## config.mk

```make
export PLATFORM = sky130hd
export DESIGN_NAME = score_recorder_flat
export DESIGN_NICKNAME = d
export VERILOG_FILES = /design/src/rtl/score_recorder_if.sv /design/src/rtl/score_recorder.sv /design/src/flat_wrapper.sv
export SDC_FILE = /design/constraint.sdc
export NUM_CORES = 1
export LEC_CHECK = 0
export CAP_MARGIN = 20
export CORE_AREA = 2 2 107 57
export CTS_CLUSTER_DIAMETER = 120
export DETAILED_ROUTE_END_ITERATION = 12
export DIE_AREA = 0 0 109 59
export PLACE_DENSITY = 0.84
export RECOVER_POWER = 25
export SYNTH_ARGS = -nofsm -noshare
export SYNTH_HDL_FRONTEND = slang
export SYNTH_SLANG_ARGS = --single-unit
```

## constraint.sdc

```tcl
create_clock -name clk -period 2.93 [get_ports clk]
set_input_delay 0.586 -clock clk [delete_from_list [all_inputs] [get_ports clk]]
set_output_delay 0.586 -clock clk [all_outputs]
set_load 0.02 [all_outputs]
```

## src/rtl/score_recorder_if.sv

```systemverilog
// rtl/score_recorder_if.sv - key/control inputs and score RAM write port of score_recorder
interface score_recorder_if #(
  parameter int ADDRESS_BITS = 5,
  parameter int DATA_LENGTH  = 4
);
  logic                    record;
  logic                    stop;
  logic                    key_c;
  logic                    key_d;
  logic                    key_e;
  logic                    read_or_write;
  logic [ADDRESS_BITS-1:0] address;
  logic [DATA_LENGTH-1:0]  key_input;
  logic [DATA_LENGTH-1:0]  time_input;
  logic                    recording;
  logic                    end_of_score;

  modport master (
    output record, stop, key_c, key_d, key_e,
    input  read_or_write, address, key_input, time_input, recording, end_of_score
  );

  modport slave (
    input  record, stop, key_c, key_d, key_e,
    output read_or_write, address, key_input, time_input, recording, end_of_score
  );
endinterface

```

## src/rtl/score_recorder.sv

```systemverilog
// rtl/score_recorder.sv - records C/D/E key presses as {code, duration} entries plus end marker
// Optional rest entries between notes: SCORE_RECORDER_RESTS_EN.
module score_recorder #(
  parameter int ADDRESS_BITS = 5,
  parameter int DATA_LENGTH  = 4,
  parameter int TICK_CYCLES  = 5000000,
  parameter logic [DATA_LENGTH-1:0] END_CODE = 4'hF
) (
  input  logic             clk,
  input  logic             rst_n,
  score_recorder_if.slave  bus
);
`ifdef SCORE_RECORDER_RESTS_EN
  localparam bit RESTS_EN = 1'b1;
`else
  localparam bit RESTS_EN = 1'b0;
`endif

  localparam int TICK_W = (TICK_CYCLES > 1) ? $clog2(TICK_CYCLES) : 1;
  localparam logic [TICK_W-1:0]       TICK_LAST       = TICK_W'(TICK_CYCLES - 1);
  localparam logic [DATA_LENGTH-1:0]  DUR_SAT_PREV    = DATA_LENGTH'((1 << DATA_LENGTH) - 2);
  localparam logic [ADDRESS_BITS-1:0] ADDR_LAST_ENTRY = ADDRESS_BITS'((1 << ADDRESS_BITS) - 2);
  localparam logic [DATA_LENGTH-1:0]  CODE_REST       = DATA_LENGTH'(0);
  localparam logic [DATA_LENGTH-1:0]  CODE_C          = DATA_LENGTH'(1);
  localparam logic [DATA_LENGTH-1:0]  CODE_D          = DATA_LENGTH'(2);
  localparam logic [DATA_LENGTH-1:0]  CODE_E          = DATA_LENGTH'(3);

  localparam logic [2:0] S_IDLE = 3'd0;
  localparam logic [2:0] S_ARM  = 3'd1;
  localparam logic [2:0] S_REC  = 3'd2;
  localparam logic [2:0] S_END  = 3'd3;
  localparam logic [2:0] S_DONE = 3'd4;

  logic [2:0]              state, state_d;
  logic [2:0]              keys_q;
  logic [DATA_LENGTH-1:0]  code, cur_code, open_code;
  logic [TICK_W-1:0]       tick;
  logic [DATA_LENGTH-1:0]  dur, done_ticks, close_time;
  logic                    tick_wrap;
  logic [ADDRESS_BITS-1:0] addr_base;
  logic                    wr_en, wr_marker, open, rec_start, finish;
  logic [DATA_LENGTH-1:0]  wr_key, wr_time;

  logic                    row_q;
  logic [ADDRESS_BITS-1:0] address_q;
  logic [DATA_LENGTH-1:0]  key_q, time_q;
  logic                    recording_q, eos_q;

  assign bus.read_or_write = row_q;
  assign bus.address       = address_q;
  assign bus.key_input     = key_q;
  assign bus.time_input    = time_q;
  assign bus.recording     = recording_q;
  assign bus.end_of_score  = eos_q;

  always_comb begin
    code = CODE_REST;
    if (keys_q[2])      code = CODE_C;
    else if (keys_q[1]) code = CODE_D;
    else if (keys_q[0]) code = CODE_E;
  end

  // The closing edge itself completes a cycle, so a wrapping tick counts toward the entry.
  assign tick_wrap  = (tick == TICK_LAST);
  assign done_ticks = dur + DATA_LENGTH'(tick_wrap);
  assign close_time = (done_ticks == '0) ? DATA_LENGTH'(1) : done_ticks;
  assign addr_base  = row_q ? address_q : address_q + ADDRESS_BITS'(1);

  always_comb begin
    state_d   = state;
    wr_en     = 1'b0;
    wr_marker = 1'b0;
    wr_key    = cur_code;
    wr_time   = close_time;
    open      = 1'b0;
    open_code = code;
    rec_start = 1'b0;
    finish    = 1'b0;
    case (state)
      S_IDLE: begin
        if (bus.record && !bus.stop) begin
          state_d   = S_ARM;
          rec_start = 1'b1;
        end
      end
      S_ARM: begin
        if (bus.stop) begin
          wr_marker = 1'b1;
          state_d   = S_DONE;
        end else if (code != CODE_REST) begin
          open    = 1'b1;
          state_d = S_REC;
        end
      end
      S_REC: begin
        if (bus.stop) begin
          if (cur_code != CODE_REST) begin
            wr_en   = 1'b1;
            state_d = S_END;
          end else begin
            wr_marker = 1'b1;
            state_d   = S_DONE;
          end
        end else if (code != cur_code) begin
          wr_en = 1'b1;
          if (code == CODE_REST && !RESTS_EN) state_d = S_ARM;
          else                                open    = 1'b1;
        end else if (tick_wrap && dur == DUR_SAT_PREV) begin
          wr_en = 1'b1;
          open  = 1'b1;
        end
      end
      S_END: begin
        wr_marker = 1'b1;
        state_d   = S_DONE;
      end
      S_DONE: begin
        finish  = 1'b1;
        state_d = S_IDLE;
      end
      default: state_d = S_IDLE;
    endcase
    // The last address is reserved for the marker, so an entry landing just below it ends the score.
    if (wr_en && addr_base == ADDR_LAST_ENTRY) begin
      state_d = S_END;
      open    = 1'b0;
    end
    if (wr_marker) begin
      wr_key  = END_CODE;
      wr_time = '0;
    end
  end

  always_ff @(posedge clk or negedge rst_n) begin
    if (!rst_n) begin
      state       <= S_IDLE;
      keys_q      <= '0;
      cur_code    <= '0;
      tick        <= '0;
      dur         <= '0;
      row_q       <= 1'b1;
      address_q   <= '0;
      key_q       <= '0;
      time_q      <= '0;
      recording_q <= 1'b0;
      eos_q       <= 1'b0;
    end else begin
      keys_q    <= {bus.key_c, bus.key_d, bus.key_e};
      state     <= state_d;
      row_q     <= !(wr_en || wr_marker);
      address_q <= rec_start ? '0 : addr_base;
      if (wr_en || wr_marker) begin
        key_q  <= wr_key;
        time_q <= wr_time;
      end
      if (open) begin
        cur_code <= open_code;
        tick     <= '0;
        dur      <= '0;
      end else if (state == S_REC) begin
        if (tick_wrap) begin
          tick <= '0;
          dur  <= dur + DATA_LENGTH'(1);
        end else begin
          tick <= tick + TICK_W'(1);
        end
      end
      if (rec_start) begin
        recording_q <= 1'b1;
        eos_q       <= 1'b0;
      end
      if (finish) begin
        recording_q <= 1'b0;
        eos_q       <= 1'b1;
      end
    end
  end
endmodule

```

## src/flat_wrapper.sv

```systemverilog
// flat-port wrapper written by rule: the top's interface ports become plain ports
module score_recorder_flat 
#(
  parameter int ADDRESS_BITS = 5,
  parameter int DATA_LENGTH  = 4,
  parameter int TICK_CYCLES  = 5000000,
  parameter logic [DATA_LENGTH-1:0] END_CODE = 4'hF
)
  (clk, rst_n, bus_record, bus_stop, bus_key_c, bus_key_d, bus_key_e, bus_read_or_write, bus_address, bus_key_input, bus_time_input, bus_recording, bus_end_of_score);
  score_recorder_if #(.ADDRESS_BITS(ADDRESS_BITS), .DATA_LENGTH(DATA_LENGTH)) bus_i ();
  input  logic clk;
  input  logic rst_n;
  input wire logic [$bits(bus_i.record)-1:0] bus_record;
  input wire logic [$bits(bus_i.stop)-1:0] bus_stop;
  input wire logic [$bits(bus_i.key_c)-1:0] bus_key_c;
  input wire logic [$bits(bus_i.key_d)-1:0] bus_key_d;
  input wire logic [$bits(bus_i.key_e)-1:0] bus_key_e;
  output wire logic [$bits(bus_i.read_or_write)-1:0] bus_read_or_write;
  output wire logic [$bits(bus_i.address)-1:0] bus_address;
  output wire logic [$bits(bus_i.key_input)-1:0] bus_key_input;
  output wire logic [$bits(bus_i.time_input)-1:0] bus_time_input;
  output wire logic [$bits(bus_i.recording)-1:0] bus_recording;
  output wire logic [$bits(bus_i.end_of_score)-1:0] bus_end_of_score;
  assign bus_i.record = bus_record;
  assign bus_i.stop = bus_stop;
  assign bus_i.key_c = bus_key_c;
  assign bus_i.key_d = bus_key_d;
  assign bus_i.key_e = bus_key_e;
  assign bus_read_or_write = bus_i.read_or_write;
  assign bus_address = bus_i.address;
  assign bus_key_input = bus_i.key_input;
  assign bus_time_input = bus_i.time_input;
  assign bus_recording = bus_i.recording;
  assign bus_end_of_score = bus_i.end_of_score;
  score_recorder #(.ADDRESS_BITS(ADDRESS_BITS), .DATA_LENGTH(DATA_LENGTH), .TICK_CYCLES(TICK_CYCLES), .END_CODE(END_CODE)) u_core (.clk(clk), .rst_n(rst_n), .bus(bus_i));
endmodule
```

After elaboration in Yosys (flattened, before gate mapping)
Cells that the tools add are included.
{"block": "totals", "inputBits": 7, "word_cells": 89, "regBits": 53}
{"block": "op_classes", "add_sub_neg": 4, "n_reduce_logical": 16, "eq_ne": 12, "mux": 46}
{"operator": "$mux 23", "n": 3}
{"operator": "$mux 4", "n": 8}
{"operator": "$mux 3", "n": 8}
{"operator": "$add 23x1->23 const B", "n": 1}
{"operator": "$eq 23x23->1 const B", "n": 1}
{"operator": "$mux 1", "n": 21}
{"operator": "$ne 4x2->1 const B", "n": 3}
{"operator": "$pmux 3 s4", "n": 1}
{"operator": "$mux 5", "n": 2}
{"operator": "$logic_not 4->1", "n": 2}
{"operator": "$reduce_bool 4->1", "n": 2}
{"operator": "$eq 3x2->1 const B", "n": 2}
{"operator": "$reduce_bool 2->1", "n": 3}
{"operator": "$add 5x1->5 const B", "n": 1}
{"operator": "$eq 5x5->1 const B", "n": 1}
{"operator": "$add 4x1->4", "n": 1}
{"operator": "$add 4x1->4 const B", "n": 1}
{"operator": "$eq 4x4->1 const B", "n": 1}
{"operator": "$ne 4x4->1", "n": 1}
{"operator": "$reduce_and 4->1", "n": 1}
{"operator": "$eq 3x1->1 const B", "n": 1}
{"operator": "$eq 3x3->1 const B", "n": 1}
{"operator": "$logic_and 1x1->1", "n": 3}
{"operator": "$logic_not 3->1", "n": 1}
{"operator": "other kinds (7)", "n": 8}

Longest topological paths before layout
{"block": "logic_depth", "ltp_word": 11, "mapped_depth": 9, "ltp_nobuf": 9}

Worst setup path before layout
Ideal clock, no wire load.
{"block": "synth_path", "kind": "register -> register", "start": "reg u_core.tick[0]", "end": "reg u_core.time_q[0], in the netlist u_core.bus.time_input[0]", "synth_period_minus_slack_ns": 2.237, "setup_slack_ns": 0.693, "t_required_ns": 2.780, "n_path_buf": 0, "stages_incl_launch_ff": 10, "arrival_time_ns": 2.087, "cell_sequence": "dfrtp_1 -> ha_1 -> and4_1 -> nand4_1 -> nor4_1 -> ha_1 -> nand3_1 -> xor2_1 -> a31oi_1 -> mux2i_1"}
{"block": "synth_via", "elab_chain_len": 7, "word_cells_on_any_way": 11, "cone_classes": "add/sub: 1; eq/ne: 1; mux: 6; reduce/logical: 3"}
{"item": "from (decl)", "line": "score_recorder.sv:37", "source": "logic [TICK_W-1:0] tick;"}
{"item": "from (signal assigned)", "line": "score_recorder.sv:165", "source": "tick <= tick + TICK_W'(1);"}
{"item": "$eq 23x23->1 (*)", "line": "score_recorder.sv:64", "source": "assign tick_wrap = (tick == TICK_LAST);"}
{"item": "branches (longest 6 deep; another with $add 4x1->4)"}
{"item": "to (signal assigned)", "line": "score_recorder.sv:154", "source": "time_q <= wr_time;"}
{"item": "to (decl)", "line": "score_recorder.sv:46", "source": "logic [DATA_LENGTH-1:0] key_q, time_q;"}
Mark *: on every way between the ends.
A chain may end at the register's enable or synchronous reset.

Worst setup path in the final report
Same ends and word-level chain as after synthesis.

==> results.md <==
* Fillers at 434
* Via density at 5.669
* Max-slew headroom at 0.09527
* Routed vias at 2160
* Layout Skew at 6.077 ps
* Final core occ at 0.5903
* Clk Tree Root Cell: clkbuf_8
* Final setup vio count at 0
* Outcome: complete, no violations
* Setup WS post-layout at 398.2 ps
* Largest cells by area after synthesis: dfrtp_1 (44%), xnor2_1 (6.2%), nor2_1 (4.9%)
* Yosys top cell area share at 0.4365
* WP data arrival at 2680 ps
* Power Total at 0.002241 W
* Synthesized area at 2809 um^2
* Crit Path Class: register to register
* Post-synth EDFFs at 0
* Slew of the pin with the lowest slew margin at 1357 ps
* Post-CTS setup repair buffer count at 0
* All-Layer GR Usage at 0.1986
* Clock Pin Slew Worst Setup and Hold Paths at 90 ps
* Routed WL per cell at 15.43 um
* Metal3 WL at 252 um
* Clk_lat worst skew at 300 ps
* PortBufs at 22
* Global-route wire length before repair at 9998 um
* Final WL at 5880 um
* Startpoint Class: register
* Pins Over Slew Limit at 0
* Antenna violations before repair at 0
* Routed Antenna Nets at 0
* Hold buffer count at CTS at 0
* Crit-path max FO at 5
* Clock Sinks at 50
* Floorplan row count at 19
* Layout Nets at 320
* Iteration-0 DRC Markers at 108
* Final Hold Viols at 0
* Seq/Total Area, Yosys at 0.4459
* Share of cells above drive strength 1 at 0.07792
* FF+latch count, synth at 50
* DR pass1 iterations at 4
* MaxCap Viol Count at 0
* Multi-input gate area at 1436 um^2
* Max Freq at 0.3950 GHz
* FF-to-FF path depth at 10
* Element type at the critical path end: register
* DIE AREA at 6431 um^2
* Min-delay worst type: input pin to async pin
* YS warnings at 0
* Post-CTS resize count at 0
* Post-synthesis instance total at 283
* Worst hold slack at 414.3 ps
* Post-route minimum period at 2532 ps
* Top sig layer: met4
* Synthesized area per cell at 9.926 um^2
* Most used flip-flop cell after synthesis: dfrtp_1
* Buf/Inv on CP at 1
* Reg area at 1252 um^2
* WP depth at 10
* Yosys cell types at 53
* Overflow after GRT at 0
* RSZ-0062 raised after global routing: false
* Post-place setup slack at 172.6 ps
* Layout area overhead at 13.41%
* Num CTS Buffers at 5
* Asr flop ratio synth at 1.000
* Dpl hpwl at 4132 um
* Vias in the first global route at 2110
* # diodes at 0
* Die width at 109 um
* Crit path max-delay family: simple AND/OR/NAND/NOR gates
* H-tree Lvls at 2
* Total power density per cell area at 703.4 nW/um^2
* Drc violations at 0
* Clk buf depth at 2
* Post-Route M1 WL at 2629 um
* Max stage delay on crit path at 440 ps
* Worst path required time at 3080 ps
* Crit path cell chain: ha_1 -> and4_1 -> nand4_1 -> nor4_1 -> buf_4 -> ha_1 -> nand3_1 -> xor2_1 -> a31oi_1 -> mux2i_1
* Die Ht at 59 um
* Starting Density at 0.5205
* CTS tree: done
* Top-count cell post-synth: dfrtp_1
* TNS Setup at 0 ps
* Placer Congestion at 0.8147
* CP dominant cell by count: ha_1
* CORE AREA at 5396 um^2
* Post-synth top area cell: dfrtp_1
* Static Leakage at 1.392 nW
* Worst path slowest cell: nor4_1
* Syn Nets at 296
* Largest net degree at the start of global routing at 51
* Met2 wire length at 2935 um
* Synth top cells by count: dfrtp_1 (49), nor2_1 (37), xnor2_1 (20)
* Peak VDD IR at 0.5534 mV
* # IOs at 23
* Fin crit share at 0.8641
-- flip-flops by register name, summed over array words and instances, names as in the netlist --
| signal | flops |
|---|---|
| u_core.tick | 23 |
| u_core.bus.address | 5 |
| u_core.bus.time_input | 4 |
| u_core.dur | 4 |
| u_core.bus.key_input | 3 |
| u_core.keys_q | 3 |
| u_core.state | 3 |
| u_core.cur_code | 2 |
| u_core.bus.end_of_score | 1 |
| u_core.bus.read_or_write | 1 |
| u_core.bus.recording | 1 |
-- power breakdown --
| part | total [W] | leakage (nW) | switching, W | internal, W |
|---|---|---|---|---|
| clock network | 0.000414 | 0.0482 | 0.000223 | 0.000191 |
| registers | 0.00101 | 0.659 | 0.000175 | 0.000832 |
| logic | 0.000820 | 0.685 | 0.000448 | 0.000372 |
-- through the flow --
stage	cells	area (um^2)
2_1_floorplan	283	2809
3_3_place_gp	372	3083
3_5_place_dp	372	3083
4_1_cts	380	3174
5_1_grt	381	3186
6_report	381	3186
-- cell families after synthesis --
| kind of cell | after synthesis | share of synthesized area |
|---|---|---|
| and+or+nand+nor | 130 | 0.2646 |
| DFF | 50 | 0.4459 |
| AOI/OAI and AO/OA | 36 | 0.09042 |
| xor gates and xnor gates | 29 | 0.09043 |
| buffers and inverters | 21 | 0.04276 |
| muxes | 11 | 0.03920 |
| adders and majority gates | 6 | 0.02673 |
-- metal layers --
metal | up-vias | GRT usage
met5 | - | 0
met4 | 0 | 0.05678
met3 | 6 | 0.02857
met2 | 61 | 0.3602
met1 | 1052 | 0.2518
li1 | 1041 | -
-- area by class of cell --
type / count / area share
tap: 73 / 0.02867
inverter: 10 / 0.01178
multi-input combinational: 212 / 0.4509
clock inverter: 1 / 0.001571
clock buffer: 7 / 0.02710
timing repair buffer: 28 / 0.08680
sequential: 50 / 0.3932
-- layout by cell type, fill, tap and decap left out, types with 3 or more instances in the layout --
| cell | Yosys | layout |
|---|---|---|
| dfrtp_1 | 49 | 49 |
| nor2_1 | 37 | 37 |
| xnor2_1 | 20 | 20 |
| clkdlybuf4s50_1 | 0 | 18 |
| nand2_1 | 17 | 17 |
| nor4_1 | 12 | 12 |
| mux2i_1 | 11 | 11 |
| inv_1 | 10 | 10 |
| nand3_1 | 10 | 10 |
| xor2_1 | 9 | 9 |
| o21ai_0 | 8 | 8 |
| nand4_1 | 7 | 7 |
| a21oi_1 | 7 | 7 |
| and2_1 | 6 | 6 |
| nor3_1 | 6 | 6 |
| ha_1 | 6 | 6 |
| clkbuf_8 | 0 | 6 |
| nor3b_1 | 5 | 5 |
| a21o_1 | 4 | 4 |
| buf_4 | 3 | 4 |
| and4_1 | 3 | 3 |
| or3_1 | 3 | 3 |
| o211ai_1 | 3 | 3 |
| nor2_2 | 3 | 3 |
| dlygate4sd3_1 | 0 | 3 |
-- final timing paths --
check                           slack (ps)                  from                        to
worst max-delay path                   400        u_core.tick[0]  u_core.bus.time_input[0]
worst min-delay path                   410                 rst_n     u_core.bus.address[1]
worst max register to register         400        u_core.tick[0]  u_core.bus.time_input[0]
worst min register to register         490  u_core.bus.recording      u_core.bus.recording
max in group asynchronous              620                 rst_n           u_core.tick[12]
min in group clk                       490  u_core.bus.recording      u_core.bus.recording
Power figures use the tool's default switching activity.
==> edit 1 (same flow settings) <==
`RESTS_EN`: 1'b0 -> 1'b1.
--- a/src/rtl/score_recorder.sv
+++ b/src/rtl/score_recorder.sv
@@ -15,3 +15,3 @@
 `else
-  localparam bit RESTS_EN = 1'b0;
+  localparam bit RESTS_EN = 1'b1;
 `endif
Check against the original RTL: not equivalent (a bounded check fails within 10 cycles, from zero or initial values and one cycle with rst_n low).
==> edit 1 against the original RTL <==
Routed wire length down 14%; critical path type unchanged; combinational power fell by 12%; fmax up 3.7%; worst setup slack improved by 0.090 ns; total power decreased by 4.3%; count of clock-buffer cells in the layout down 2; critical endpoint unchanged; largest cell class unchanged; clock power increased by 15%; sequential cell count did not move; via count decreased by 9.8%; global-route usage shrank 2.4 points; synthesized area is 7.3% lower; sequential share of layout area increased by 2.2 points; cell area decreased by 5.3%.
==> edit 1: results (changes against the original RTL) <==
stage,metric,value,unit,change
timing,worst rel slew slack,0.268,,+0.172
timing,Peak Freq,0.410,GHz,+3.7%
power_and_ir_drop,cell-internal power,1.40,mW,+0.65%
cells_and_area,max reg flops,23,,unchanged
critical_path,Reg2Reg Depth,10,,unchanged
synth,post-synthesis compound-gate area fraction,0.0601,,-0.0303
critical_path,crit path max fanout,4,,-1
synth,Area contributors post-synth,"dfrtp_1 47%, xor2_1 6.1%, xnor2_1 4.0%",,
placed_design,hpwl dp,3700,µm,-10%
clock_tree,Post-CTS Setup Inserts,0,,unchanged
timing,worst hold slack,0.455,ns,+0.0407 ns
route,DRC viols,0,,unchanged
status,status,"finished, final reports clean",,
synth,Yosys cell types,43,,-19%
global_route,pin count of the biggest net entering global routing,30,,-41%
placed_design,Post-Place Worst Slack,0.241,ns,+0.0682 ns
cells_and_area,post-route non-filler standard cell count,354,,-7.1%
clock_tree,H-tree levels,2,,unchanged
critical_path,FF-to-FF setup slack,0.49,ns,+0.09 ns
clock_tree,clk root buf,clkbuf_8,,
timing,skew final,0.00479,ns,-0.00128 ns
route,1st-iter DRT viols,146,,+35%
critical_path,Arrival @ worst endpoint,2.61,ns,-0.07 ns
route,Avg WL per Cell,14.2,µm,-7.7%
placed_design,port buffer count,22,,unchanged
cells_and_area,layout cell share with drive strength beyond 1,0.0925,,+0.0146
synth,Syn. warnings,0,,unchanged
placed_design,Area after DPL,2910,µm²,-5.6%
placed_design,Placer Congestion,0.876,,+7.5%
global_route,initial antenna violation count,0,,unchanged
cells_and_area,nets,293,,-8.4%
clock_tree,Worst-Skew Late Latency,0.31,ns,
synth,asr flop ratio synth,1.00,,unchanged
global_route,All-Layer GR Usage,0.175,,-0.0237
synth,Post-synth top cells,"49 x dfrtp_1, 26 x nor2_1, 20 x nor3_1",,
synth,Adder-Cell Fraction of Synth Area,0.0288,,+0.00212
flow_run,max_cap viols,0,,unchanged
synth,proportion of synthesized area in mux cells,0.0312,,-0.00795
synth,syn_area_per_cell,10.2,µm²,+2.8%
critical_path,Crit Path Class,reg -> reg,,
synth,sequential area share after synthesis,0.481,,+0.0354
synth,synthesized net count,268,,-9.5%
power_and_ir_drop,leakage power,1.37,nW,-1.7%
synth,xor/xnor share of the synthesized area,0.101,,+0.0105
power_and_ir_drop,maximum VDD drop,0.000669,V,+21%
route,vias,1948,,-9.8%
global_route,first-pass GRT wire length,8800,µm,-12%
synth,"Top FF cell, synth",dfrtp_1,,
==> edit 1: changes by cell type after synthesis, sizes merged, moves of 4 or more <==
cell	change
nor2	-15
nor3	+20
mux2i	-4
xnor2	-8
xor2	+9
nor4	-12
nor3b	-4
and2	-4
==> edit 1: final timing paths <==
| check | endpoint |
|---|---|
| min in group clk | u_core.bus.recording |
| hold reg to reg | u_core.bus.recording |
| hold / removal | u_core.state[0] |
| max in group asynchronous | u_core.dur[1] |
| setup / recovery | u_core.bus.time_input[0] |
| setup reg to reg | u_core.bus.time_input[0] |
==> edit 1: critical path: stages (launching register included) <==
cell	delay (ns)
dfrtp_1	0.40
ha_1	0.23
nor4b_1	0.32
nand3_1	0.25
nor2_1	0.24
ha_1	0.21
ha_1	0.17
xor2_1	0.21
o31ai_1	0.10
mux2i_1	0.13
nor2_1	0.06
==> edit 1: power groups by stage <==
stage	clock, mW	sequential [mW]	combinational, mW
2_1_floorplan	0	1.02	0.406
3_3_place_gp	0	0.951	0.703
5_1_grt	0.516	0.968	0.789
6_report	0.477	0.948	0.720
4_1_cts	0.487	0.947	0.729
3_5_place_dp	0	0.960	0.725
==> edit 1: routing by layer <==
metal,vias up,share of wire,global-route usage
met3,8,0.040,0.0286
met2,46,0.48,0.303
met4,0,0.015,0.0641
met5,-,0,0
met1,957,0.47,0.226
li1,937,-,-
==> edit 1: layout make-up <==
class / count / area (µm²)
Sequential cell: 50 / 1250
Clock buffer: 5 / 68.8
Tap cell: 73 / 91.3
Timing Repair Buffer: 28 / 269
Clock inverter: 3 / 40.0
Inverter: 8 / 30.0
Fill cell: 444 / 2380
Multi-Input combinational cell: 187 / 1260
==> edit 2 (same flow settings) <==
Made on the original files. Make the reset (`rst_n`) synchronous in one clocked block.
--- a/src/rtl/score_recorder.sv
+++ b/src/rtl/score_recorder.sv
@@ -133,3 +133,3 @@
 
-  always_ff @(posedge clk or negedge rst_n) begin
+  always_ff @(posedge clk) begin
     if (!rst_n) begin
Behaviour: differs if rst_n is asserted again (counterexample within 4 cycles, from zero or initial values and one cycle with rst_n low); with rst_n held inactive, the same outputs for 10 cycles.
==> edit 2 against the original RTL <==
Worst setup slack worse by 0.055 ns; sequential cell count is the same; cell area down 8.1%; synthesized area down 9.3%; largest cell class unchanged; non-clock buffer count unchanged; routed wire length shrank 6.8%; final cell count up 1.0%; die area stayed put; count of clock-buffer cells in the layout fell by 2; critical path depth fell by 1; synthesized cell count up 2.5%.
Power is not compared: it rests on default switching activity, and its combinational part moved more than twofold at a synthesized area within 25%.
==> edit 2: results (changes against the original RTL) <==
stage,metric,value,unit,change
status,status,"finished, final reports clean",,
synth,synthesized net count,303,,+2.4%
cells_and_area,fillers,484,,+12%
clock_tree,clk root buf,clkbuf_8,,
global_route,All-Layer GR Usage,0.189,,-0.00923
placed_design,Cells after DPL,377,,+1.3%
power_and_ir_drop,maximum VDD drop,0.000334,V,
clock_tree,"Clk pin slew, worst setup/hold paths",0.10,ns,
critical_path,crit path max fanout,7,,+2
placed_design,Post-Place Worst Slack,0.419,ns,+0.246 ns
timing,skew final,0.0118,ns,+0.00574 ns
route,1st-iter DRT viols,113,,+4.6%
synth,asr flop ratio synth,0,,-1.00
cells_and_area,number of diodes,0,,unchanged
cells_and_area,Top reg by flops,u_core.tick,,
timing,worst rel slew slack,0.438,,+0.343
synth,Area contributors post-synth,"dfxtp_1 39%, xor2_1 5.8%, nor3_1 4.5%",,
critical_path,max incr delay on CP,0.47,ns,+0.03 ns
placed_design,hpwl dp,3920,µm,-5.1%
synth,Yosys cell types,52,,-1.9%
synth,Syn. warnings,0,,unchanged
route,Avg Vias per Cell,5.63,,-0.63%
power_and_ir_drop,leakage power,1.05,nW,
synth,syn_area_per_cell,8.78,µm²,-11%
route,WL final,5480,µm,-6.8%
critical_path,CP max-delay cell,or4b_1,,
clock_tree,Longest Clk Path Bufs,2,,unchanged
clock_tree,cts repair resizes,0,,unchanged
synth,sequential area share after synthesis,0.393,,-0.0530
critical_path,"delay-heaviest family, CP",simple AND/OR/NAND/NOR gates,,
cells_and_area,layout cell share with drive strength beyond 1,0.0962,,+0.0182
clock_tree,Post-CTS Setup Inserts,0,,unchanged
global_route,pin count of the biggest net entering global routing,30,,-41%
clock_tree,cts bufs inserted,5,,unchanged
synth,"Top FF cell, synth",dfxtp_1,,
route,drt first pass iters,4,,unchanged
global_route,first-pass GRT wire length,9600,µm,-4.0%
global_route,vias in the first global route,2130,,+0.95%
clock_tree,Worst-Skew Late Latency,0.31,ns,
cells_and_area,max reg flops,23,,unchanged
synth,Post-synth top cells,"50 x dfxtp_1, 28 x nor2_1, 23 x nor3_1",,
clock_tree,H-tree levels,2,,unchanged
cells_and_area,nets,324,,+1.3%
global_route,initial antenna violation count,0,,unchanged
placed_design,Area after DPL,2840,µm²,-7.9%
worst_hold_path,Hold Crit Class,reg -> reg,,
route,Avg WL per Cell,14.2,µm,-7.8%
placed_design,Placer Congestion,0.805,,-1.2%
## edit 2: power breakdown
part	leakage (nW)	internal [mW]	switching [mW]
sequential	0.404	0.687	0.00900
clock	0.0447	0.173	0.249
combinational	0.600	0.0318	0.0461
## edit 2: cells by family (layout without fill, tap and decap cells)
logic type | Yosys count | count (layout) | synth area share
DFF | 50 | 50 | 0.393
and+or+nand+nor | 141 | 141 | 0.316
xor gates and xnor gates | 30 | 30 | 0.103
muxes | 6 | 6 | 0.0241
AOI/OAI and AO/OA | 35 | 35 | 0.0928
buffers and inverters | 22 | 44 | 0.0417
adders and majority gates | 6 | 6 | 0.0295
## edit 2: per-layer routing
| metal | vias to the layer above | GRT usage | routed length [µm] |
|---|---|---|---|
| met5 | - | 0 | 0 |
| met4 | 0 | 0.0879 | 55 |
| met3 | 6 | 0.0385 | 202 |
| met2 | 50 | 0.320 | 2730 |
| met1 | 1046 | 0.237 | 2500 |
| li1 | 1067 | - | - |
## edit 2: path summary, 6_finish.rpt
path | startpoint | end | slack [ns] | depth (start not counted)
worst max-delay path | u_core.tick[14] | u_core.bus.time_input[0] | 0.34 | 9
worst min-delay path | u_core.bus.recording | u_core.bus.recording | 0.49 | 2
worst max register to register | u_core.tick[14] | u_core.bus.time_input[0] | 0.34 | 9
worst min register to register | u_core.bus.recording | u_core.bus.recording | 0.49 | 2
## edit 2: area by class of cell
| cell class | count | area [µm²] | area share |
|---|---|---|---|
| multi-input combinational | 218 | 1440 | 0.492 |
| tap | 73 | 91.3 | 0.0312 |
| timing repair buffer | 28 | 270 | 0.0923 |
| clock inverter | 3 | 25.0 | 0.00855 |
| clock buffer | 5 | 68.8 | 0.0235 |
| inverter | 8 | 30.0 | 0.0103 |
| sequential | 50 | 1000 | 0.342 |
